## config.mk

```make
export PLATFORM = sky130hd
export DESIGN_NAME = pipeline_hazard_ctrl
export DESIGN_NICKNAME = d
export VERILOG_FILES = /design/src/rtl/hazard_pkg.sv /design/src/rtl/fwd_select.sv /design/src/rtl/pipeline_hazard_ctrl.sv
export SDC_FILE = /design/constraint.sdc
export NUM_CORES = 1
export LEC_CHECK = 0
export ABC_CLOCK_PERIOD_IN_PS = 5200
export BUFFER_PORTS_ARGS = -buffer_cell sky130_fd_sc_hd__buf_2
export CORE_UTILIZATION = 50
export DETAILED_ROUTE_END_ITERATION = 6
export PLACE_DENSITY = 0.85
export SETUP_SLACK_MARGIN = 0.3
export SLEW_MARGIN = 20
export SYNTH_ARGS = -nofsm -noshare
export SYNTH_HDL_FRONTEND = slang
export SYNTH_SLANG_ARGS = --single-unit
```

## constraint.sdc

```tcl
create_clock -name clk -period 5.2 [get_ports clk]
set_input_delay 1.56 -clock clk [delete_from_list [all_inputs] [get_ports clk]]
set_output_delay 1.56 -clock clk [all_outputs]
set_load 0.02 [all_outputs]
```

## src/rtl/hazard_pkg.sv

```systemverilog
// Shared encodings for the pipeline hazard controller: forwarding selects and FSM states.
package hazard_pkg;

  localparam logic [1:0] FWD_REGFILE = 2'd0;
  localparam logic [1:0] FWD_EX      = 2'd1;
  localparam logic [1:0] FWD_MEM     = 2'd2;
  localparam logic [1:0] FWD_WB      = 2'd3;

  typedef enum logic {
    StRun     = 1'b0,
    StMduBusy = 1'b1
  } hz_state_e;

endpackage

```

## src/rtl/fwd_select.sv

```systemverilog
// Priority forwarding select for one ID-stage source operand (EX > MEM > WB).
module fwd_select
  import hazard_pkg::*;
(
  input  logic [4:0] src_i,
  input  logic       used_i,
  input  logic [4:0] ex_dst_i,
  input  logic       ex_regwrite_i,
  input  logic       ex_load_i,
  input  logic [4:0] mem_dst_i,
  input  logic       mem_regwrite_i,
  input  logic [4:0] wb_dst_i,
  input  logic       wb_regwrite_i,
  output logic [1:0] sel_o
);

  always_comb begin
    sel_o = FWD_REGFILE;
    if (used_i && (src_i != 5'd0)) begin
      if (ex_regwrite_i && (ex_dst_i == src_i)) begin
        // Load data is not ready in EX; the controller stalls and older stages are stale.
        sel_o = ex_load_i ? FWD_REGFILE : FWD_EX;
      end else if (mem_regwrite_i && (mem_dst_i == src_i)) begin
        sel_o = FWD_MEM;
      end else if (wb_regwrite_i && (wb_dst_i == src_i)) begin
        sel_o = FWD_WB;
      end
    end
  end

endmodule

```

## src/rtl/pipeline_hazard_ctrl.sv

```systemverilog
// Hazard controller for the 5-stage MIPS pipeline: forwarding, load-use/HI-LO stalls,
// branch flush and a saturating stall-cycle counter.
module pipeline_hazard_ctrl
  import hazard_pkg::*;
#(
  parameter int unsigned MDU_LAT = 4,
  parameter int unsigned STAT_W  = 16
) (
  input  logic              clk,
  input  logic              reset,
  input  logic [4:0]        rs_ID,
  input  logic [4:0]        rt_ID,
  input  logic              id_uses_rs,
  input  logic              id_uses_rt,
  input  logic              id_uses_hilo,
  input  logic              branch_taken_ID,
  input  logic [4:0]        WriteDestination_EX,
  input  logic              ex_regwrite,
  input  logic              ex_load,
  input  logic              mdu_start,
  input  logic [4:0]        WriteDestination_MEM,
  input  logic              mem_regwrite,
  input  logic [4:0]        WriteDestination_WB,
  input  logic              wb_regwrite,
  output logic              pc_le,
  output logic              if_id_le,
  output logic              if_id_flush,
  output logic              id_ex_bubble,
  output logic [1:0]        fwd_a_sel,
  output logic [1:0]        fwd_b_sel,
  output logic              mdu_busy,
  output logic [STAT_W-1:0] stall_cycles
);

  localparam logic [3:0] MduReload = 4'(MDU_LAT - 1);

  hz_state_e         state_q, state_d;
  logic [3:0]        mdu_cnt_q, mdu_cnt_d;
  logic [STAT_W-1:0] stall_cycles_q, stall_cycles_d;

  logic load_use, hilo_stall, stall;

  fwd_select u_fwd_a (
    .src_i          (rs_ID),
    .used_i         (id_uses_rs),
    .ex_dst_i       (WriteDestination_EX),
    .ex_regwrite_i  (ex_regwrite),
    .ex_load_i      (ex_load),
    .mem_dst_i      (WriteDestination_MEM),
    .mem_regwrite_i (mem_regwrite),
    .wb_dst_i       (WriteDestination_WB),
    .wb_regwrite_i  (wb_regwrite),
    .sel_o          (fwd_a_sel)
  );

  fwd_select u_fwd_b (
    .src_i          (rt_ID),
    .used_i         (id_uses_rt),
    .ex_dst_i       (WriteDestination_EX),
    .ex_regwrite_i  (ex_regwrite),
    .ex_load_i      (ex_load),
    .mem_dst_i      (WriteDestination_MEM),
    .mem_regwrite_i (mem_regwrite),
    .wb_dst_i       (WriteDestination_WB),
    .wb_regwrite_i  (wb_regwrite),
    .sel_o          (fwd_b_sel)
  );

  always_comb begin
    load_use = ex_load && ex_regwrite && (WriteDestination_EX != 5'd0) &&
               ((id_uses_rs && (rs_ID == WriteDestination_EX)) ||
                (id_uses_rt && (rt_ID == WriteDestination_EX)));
    mdu_busy     = (state_q == StMduBusy);
    hilo_stall   = mdu_busy && id_uses_hilo;
    stall        = load_use || hilo_stall;
    pc_le        = ~stall;
    if_id_le     = ~stall;
    id_ex_bubble = stall;
    // A stalled branch stays in ID and re-resolves once the stall clears.
    if_id_flush  = branch_taken_ID && ~stall;
    stall_cycles = stall_cycles_q;
  end

  always_comb begin
    state_d        = state_q;
    mdu_cnt_d      = mdu_cnt_q;
    stall_cycles_d = stall_cycles_q;
    unique case (state_q)
      StRun: begin
        if (mdu_start) begin
          state_d   = StMduBusy;
          mdu_cnt_d = MduReload;
        end
      end
      StMduBusy: begin
        if (mdu_start) begin
          mdu_cnt_d = MduReload;
        end else if (mdu_cnt_q <= 4'd1) begin
          state_d   = StRun;
          mdu_cnt_d = 4'd0;
        end else begin
          mdu_cnt_d = mdu_cnt_q - 4'd1;
        end
      end
      default: begin
        state_d   = StRun;
        mdu_cnt_d = 4'd0;
      end
    endcase
    if (stall && (stall_cycles_q != {STAT_W{1'b1}})) begin
      stall_cycles_d = stall_cycles_q + STAT_W'(1);
    end
  end

  always_ff @(posedge clk) begin
    if (reset) begin
      state_q        <= StRun;
      mdu_cnt_q      <= 4'd0;
      stall_cycles_q <= '0;
    end else begin
      state_q        <= state_d;
      mdu_cnt_q      <= mdu_cnt_d;
      stall_cycles_q <= stall_cycles_d;
    end
  end

endmodule

```

* Word-level counts from Yosys, hierarchy flattened
Index checks and enable logic that the tools add are counted.
** Storage, ports and cells
- Register bits :: 21
- Input bits :: 36
- Output and inout bits :: 25
- Logic and storage cells :: 56
** Operators by class
- Add/sub/neg operators :: 2
- Magnitude comparators :: 1
- Equal/unequal tests :: 10
- Mux-type cells :: 17
- Bitwise logic cells :: 2
- Reduce and logical (&&, ||, !) cells :: 21
** Operators with widths (number)
- $eq 5x5->1 :: 8
- $add 16x1->16 const B :: 1
- $logic_and 1x1->1 :: 16
- $mux 2 :: 8
- $ne 16x16->1 const B :: 1
- $reduce_bool 5->1 :: 3
- $mux 4 :: 3
- $pmux 4 s2 :: 1
- $le 4x1->1 const B :: 1
- $mux 1 :: 4
- $sub 4x1->4 const B :: 1
- $logic_or 1x1->1 :: 2
- $ne 2x2->1 const B :: 1
- $not 1->1 :: 2
- $pmux 1 s2 :: 1

* Logic depth before layout (Yosys ltp)
- Depth in word-level cells :: 7
- Depth in mapped cells :: 8
- Mapped depth without buffers :: 8

* Hierarchy
Synthesis repeated with hierarchy kept, for this count alone.
** Second synthesis, totals
- Cells, all modules :: 211
- Area, all modules :: 1756.7 um^2
** Modules (own cells, without submodules)
- pipeline_hazard_ctrl :: times used 1, cells each 155, area each 1316.3 um^2, seq. area each 420.4 um^2
- fwd_select :: times used 2, cells each 28, area each 220.2 um^2, seq. area each 0.0 um^2

* Least setup slack after synthesis
No wires, ideal clock.
- Path kind :: input -> output
- From :: input port WriteDestination_EX[1]
- To :: output port if_id_flush
- Arrival time :: 2.841 ns
- Required time :: 3.640 ns
- Slack :: 0.799 ns
- Cell stages on the path :: 5
- Buffers on the path :: 1
- Cells stage by stage :: or4_1 o211ai_2 o21a_2 buf_6 and2_1
** Between the ends
- Word-level cells in the longest chain between the ends :: 7
- Elaborated cells between the ends (all ways) :: 11
- Classes of those cells :: eq/ne: 2; bitwise: 1; reduce/logical: 8
** Ends and longest elaborated chain
- from (decl) :: line pipeline_hazard_ctrl.sv:17 : input logic [4:0] WriteDestination_EX,
- $eq 5x5->1 (on tied branches) :: line pipeline_hazard_ctrl.sv:71, pipeline_hazard_ctrl.sv:72
- $logic_and 1x1->1 (on tied branches) :: line pipeline_hazard_ctrl.sv:71, pipeline_hazard_ctrl.sv:72
- $logic_or 1x1->1 :: line pipeline_hazard_ctrl.sv:71 : ((id_uses_rs && (rs_ID == WriteDestination_EX)) ||
- $logic_and 1x1->1 (*) :: line pipeline_hazard_ctrl.sv:70 : load_use = ex_load && ex_regwrite && (WriteDestination_EX != 5'd0) &&
- $logic_or 1x1->1 (*) :: line pipeline_hazard_ctrl.sv:75 : stall = load_use || hilo_stall;
- $not 1->1 (*)
- named net if_id_le :: line pipeline_hazard_ctrl.sv:26 : output logic if_id_le,
- $logic_and 1x1->1 (*) :: line pipeline_hazard_ctrl.sv:80 : if_id_flush = branch_taken_ID && ~stall;
- to (decl) :: line pipeline_hazard_ctrl.sv:27 : output logic if_id_flush,
Mark *: on every way through the listed nets, which the timed path passes. The rest lies on a longest branch.

* Worst setup path in the final report
- From :: input port WriteDestination_EX[1]
- To :: output port if_id_flush
** Between the ends
- Word-level cells in the longest chain between the ends :: 7
- Elaborated cells between the ends (all ways) :: 11
- Classes of those cells :: eq/ne: 2; bitwise: 1; reduce/logical: 8
** Ends and longest elaborated chain (line)
- $eq 5x5->1 (on tied branches) :: pipeline_hazard_ctrl.sv:71, pipeline_hazard_ctrl.sv:72
- $logic_and 1x1->1 (on tied branches) :: pipeline_hazard_ctrl.sv:71, pipeline_hazard_ctrl.sv:72
- $logic_or 1x1->1 :: pipeline_hazard_ctrl.sv:71
- $logic_and 1x1->1 (*) :: pipeline_hazard_ctrl.sv:70
- $logic_or 1x1->1 (*) :: pipeline_hazard_ctrl.sv:75
- $not 1->1 (*) :: pipeline_hazard_ctrl.sv:80
- $logic_and 1x1->1 (*) :: pipeline_hazard_ctrl.sv:80
Mark *: on every way between the ends. The rest lies on a longest branch, timed or not.

==> flow_metrics.py <==
metrics = {
    "detailed_routing": {
        "vias": 1658,
        "detailedRoute.firstPassIterationCount": 4,
        "totalWireLength_um": 3860,
        "drt-initial-drc-count": 62,
        "per_cell_via_count_in_the_routed_design": 5.47,
        "drc": 0,
        "wire_per_inst_um": 12.7,
        "antenna_viol_nets_final": 0,
    },
    "place": {
        "placement.io_buffers": 60,
        "routabilityCongestion": 0.881,
        "place_inst": 299,
        "hpwlAfterDp_um": 3050,
    },
    "clock_network": {
        "clock_sink_count": 21,
        "clkLatencyLatePin_ns": 0.32,
        "clkSlewWorstSetupHoldPaths_ns": 0.12,
        "cts_buffer_depth": 2,
        "cts.repair.resized": 0,
        "postCtsSetupBuffers": 0,
        "cts_tree": "done",
        "cts_max_level": 1,
        "root_buffer": "clkbuf_4",
        "cts_inserted_buffers": 3,
        "cts_hold_buffers": 0,
    },
    "yosys": {
        "synth_flop_type": "dfxtp_1",
        "mappedNetlistNets": 242,
        "post_synth_cell_types": 41,
        "syn_area_um2": 1620,
        "synth.ff_latch_count": 21,
        "postSynthAreaPerCell_um2": 7.99,
        "gate_count_post_synth": 203,
        "synthesis.yosys.warnings": 0,
        "synth_async_sr_flop_share_pct": 0,
        "synth_edf_count": 0,
        "synth_sequential_area_ratio_pct": 25.9,
    },
    "cells_and_area": {
        "final_net_count": 299,
        "antenna_fix_cells": 0,
        "syn2layout_area_growth_pct": 20.7,
        "layout-drive-gt1-share_pct": 28.2,
        "stdcell_count": 303,
    },
    "die": {
        "io_pins": 61,
        "initial_utilization_pct": 52.7,
        "num_rows": 20,
        "die_w_um": 59.0,
        "placeableCoreArea_um2": 3080,
        "die_area_um2": 3480,
        "die_y_um": 59.0,
    },
    "timing": {
        "report.final.setup_viol": 0,
        "skew_ns": 0.00847,
        "final_max_slew_viol_count": 0,
        "final.period_utilization_pct": 88.9,
        "final.setup.tns_ns": 0,
        "worst_slew_pin_slew_ns": 0.459,
        "period_needed_ns": 4.62,
        "timing.max_slew.rel_slack_pct": 69.1,
        "max_freq_mhz": 216,
        "rsz0062_at_grt": "no",
        "hold_viol": 0,
    },
    "worst_setup_path": {
        "cp.required_ns": 3.64,
        "setup.worst_path.class": "in2out",
        "path_max_fanout": 17,
        "cp-end-kind": "primary output",
        "critical_path_at_ns": 3.06,
        "cp-start-kind": "input port",
    },
    "grt": {
        "first_pass_grt_wire_length_um": 6340,
        "grt_pass1_vias": 1494,
        "grt_max_degree": 28,
        "total_global_routing_overflow": 0,
        "global_route.usage.total_pct": 23.7,
        "antenna_violations_before_repair": 0,
    },
    "flow_run": {
        "max_cap_viol_count": 0,
    },
    "pwr": {
        "cellLeakagePower_nw": 0.808,
        "power.ir.vdd_worst_uv": 126,
        "power.density_nw_per_um2": 167,
    },
    "min_path": {
        "worstHoldPathType": "reg2reg",
    },
    "outcome": {
        "status": "completed",
    },
}
[synthesized netlist by cell type (all sizes together) (2+ instances only)]
master	instances	share of area, %
nor3	3	0.92
o21ai	7	2.2
or4	7	3.2
nor4	12	5.8
nand3	11	3.4
o31ai	4	1.9
mux2i	2	1.2
inv	8	1.9
clkbuf	3	0.69
nor2	21	4.9
buf	5	2.1
dfxtp	21	26
xnor2	14	7.6
nor3b	3	1.4
ha	3	2.3
a21oi	10	3.1
nor2b	7	2.7
nand2	15	3.5
mux2	8	5.8
or3	4	1.5
xor2	17	9.2
and3	4	1.5
[power by group]
part | leakage, nW | switching [mW] | internal (mW)
sequential | 0.170 | 0.00287 | 0.163
clock | 0.0150 | 0.0507 | 0.0301
combinational | 0.623 | 0.0450 | 0.0351
total | 0.808 | 0.0986 | 0.228
[stage by stage]
stage	setup WS, ns	hold WS (ns)	util, %	power [mW]	area [um2]
floorplan	0.799	0.493	-	0.218	1620
global placement	0.601	0.490	62.8	0.248	1930
detailed placement	0.587	0.504	62.8	0.250	1930
CTS	0.570	0.523	63.7	0.332	1960
global route	0.494	0.577	63.7	0.347	1960
finish	0.578	0.528	63.7	0.327	1960
[path summary, 6_finish.rpt]
check                    startpoint         endpoint  slack [ns]  cells after the start
max          WriteDestination_EX[1]      if_id_flush        0.58                      6
min reg2reg         stall_cycles[9]  stall_cycles[9]        0.53                      2
max reg2reg         stall_cycles[0]  stall_cycles[2]        2.79                      7
min                 stall_cycles[9]  stall_cycles[9]        0.53                      2
[sequential cells by signal, indices dropped and copies added (netlist names)]
name          flops
stall_cycles     16
mdu_cnt_q         4
mdu_busy          1
[kinds of logic after synthesis]
kind of cell | synth area share [%]
simple gates | 31.1
xor+xnor | 16.7
compound gates | 12.3
flops | 25.9
buf+inv | 4.63
mux | 7.02
fa+ha+maj | 2.31
[critical path: stages]
cell and delay (ns):
buf_2 0.12, or4_1 0.56, o211ai_2 0.18, o21a_2 0.32
and2_1 0.17, buf_2 0.15
[cells in the final DEF (no fill, tap or decap), types with 4 or more instances in the layout]
| cell | netlist | routed |
|---|---|---|
| buf_2 | 0 | 60 |
| nor2_1 | 21 | 21 |
| dfxtp_1 | 21 | 21 |
| xor2_1 | 17 | 17 |
| nand2_1 | 15 | 15 |
| xnor2_1 | 14 | 14 |
| nand3_1 | 11 | 11 |
| a21oi_1 | 10 | 10 |
| nor4_1 | 9 | 9 |
| inv_1 | 8 | 8 |
| or4_1 | 7 | 7 |
| o21ai_0 | 7 | 7 |
| nor2b_1 | 7 | 7 |
| and3_1 | 4 | 4 |
| mux2_2 | 4 | 4 |
| o31ai_1 | 4 | 4 |
| or3_1 | 4 | 4 |
[cell type report]
| cell class | count | area [um2] |
|---|---|---|
| timing repair buffer | 60 | 300 |
| clock buffer | 4 | 26.3 |
| multi-input combinational | 166 | 1130 |
| fill | 287 | 1120 |
| inverter | 8 | 30.0 |
| tap | 44 | 55.1 |
| sequential | 21 | 420 |
[metal layers]
| metal | up-vias | share of wire (%) | global-route usage [%] | wire [um] |
|---|---|---|---|---|
| met5 | - | 0 | 0 | 0 |
| met3 | 9 | 6.2 | 2.84 | 238 |
| met4 | 0 | 3.0 | 13.6 | 116 |
| met1 | 748 | 44 | 27.4 | 1720 |
| met2 | 61 | 46 | 42.2 | 1790 |
| li1 | 840 | - | - | - |
Note: power is estimated with default switching activity, not from simulation.
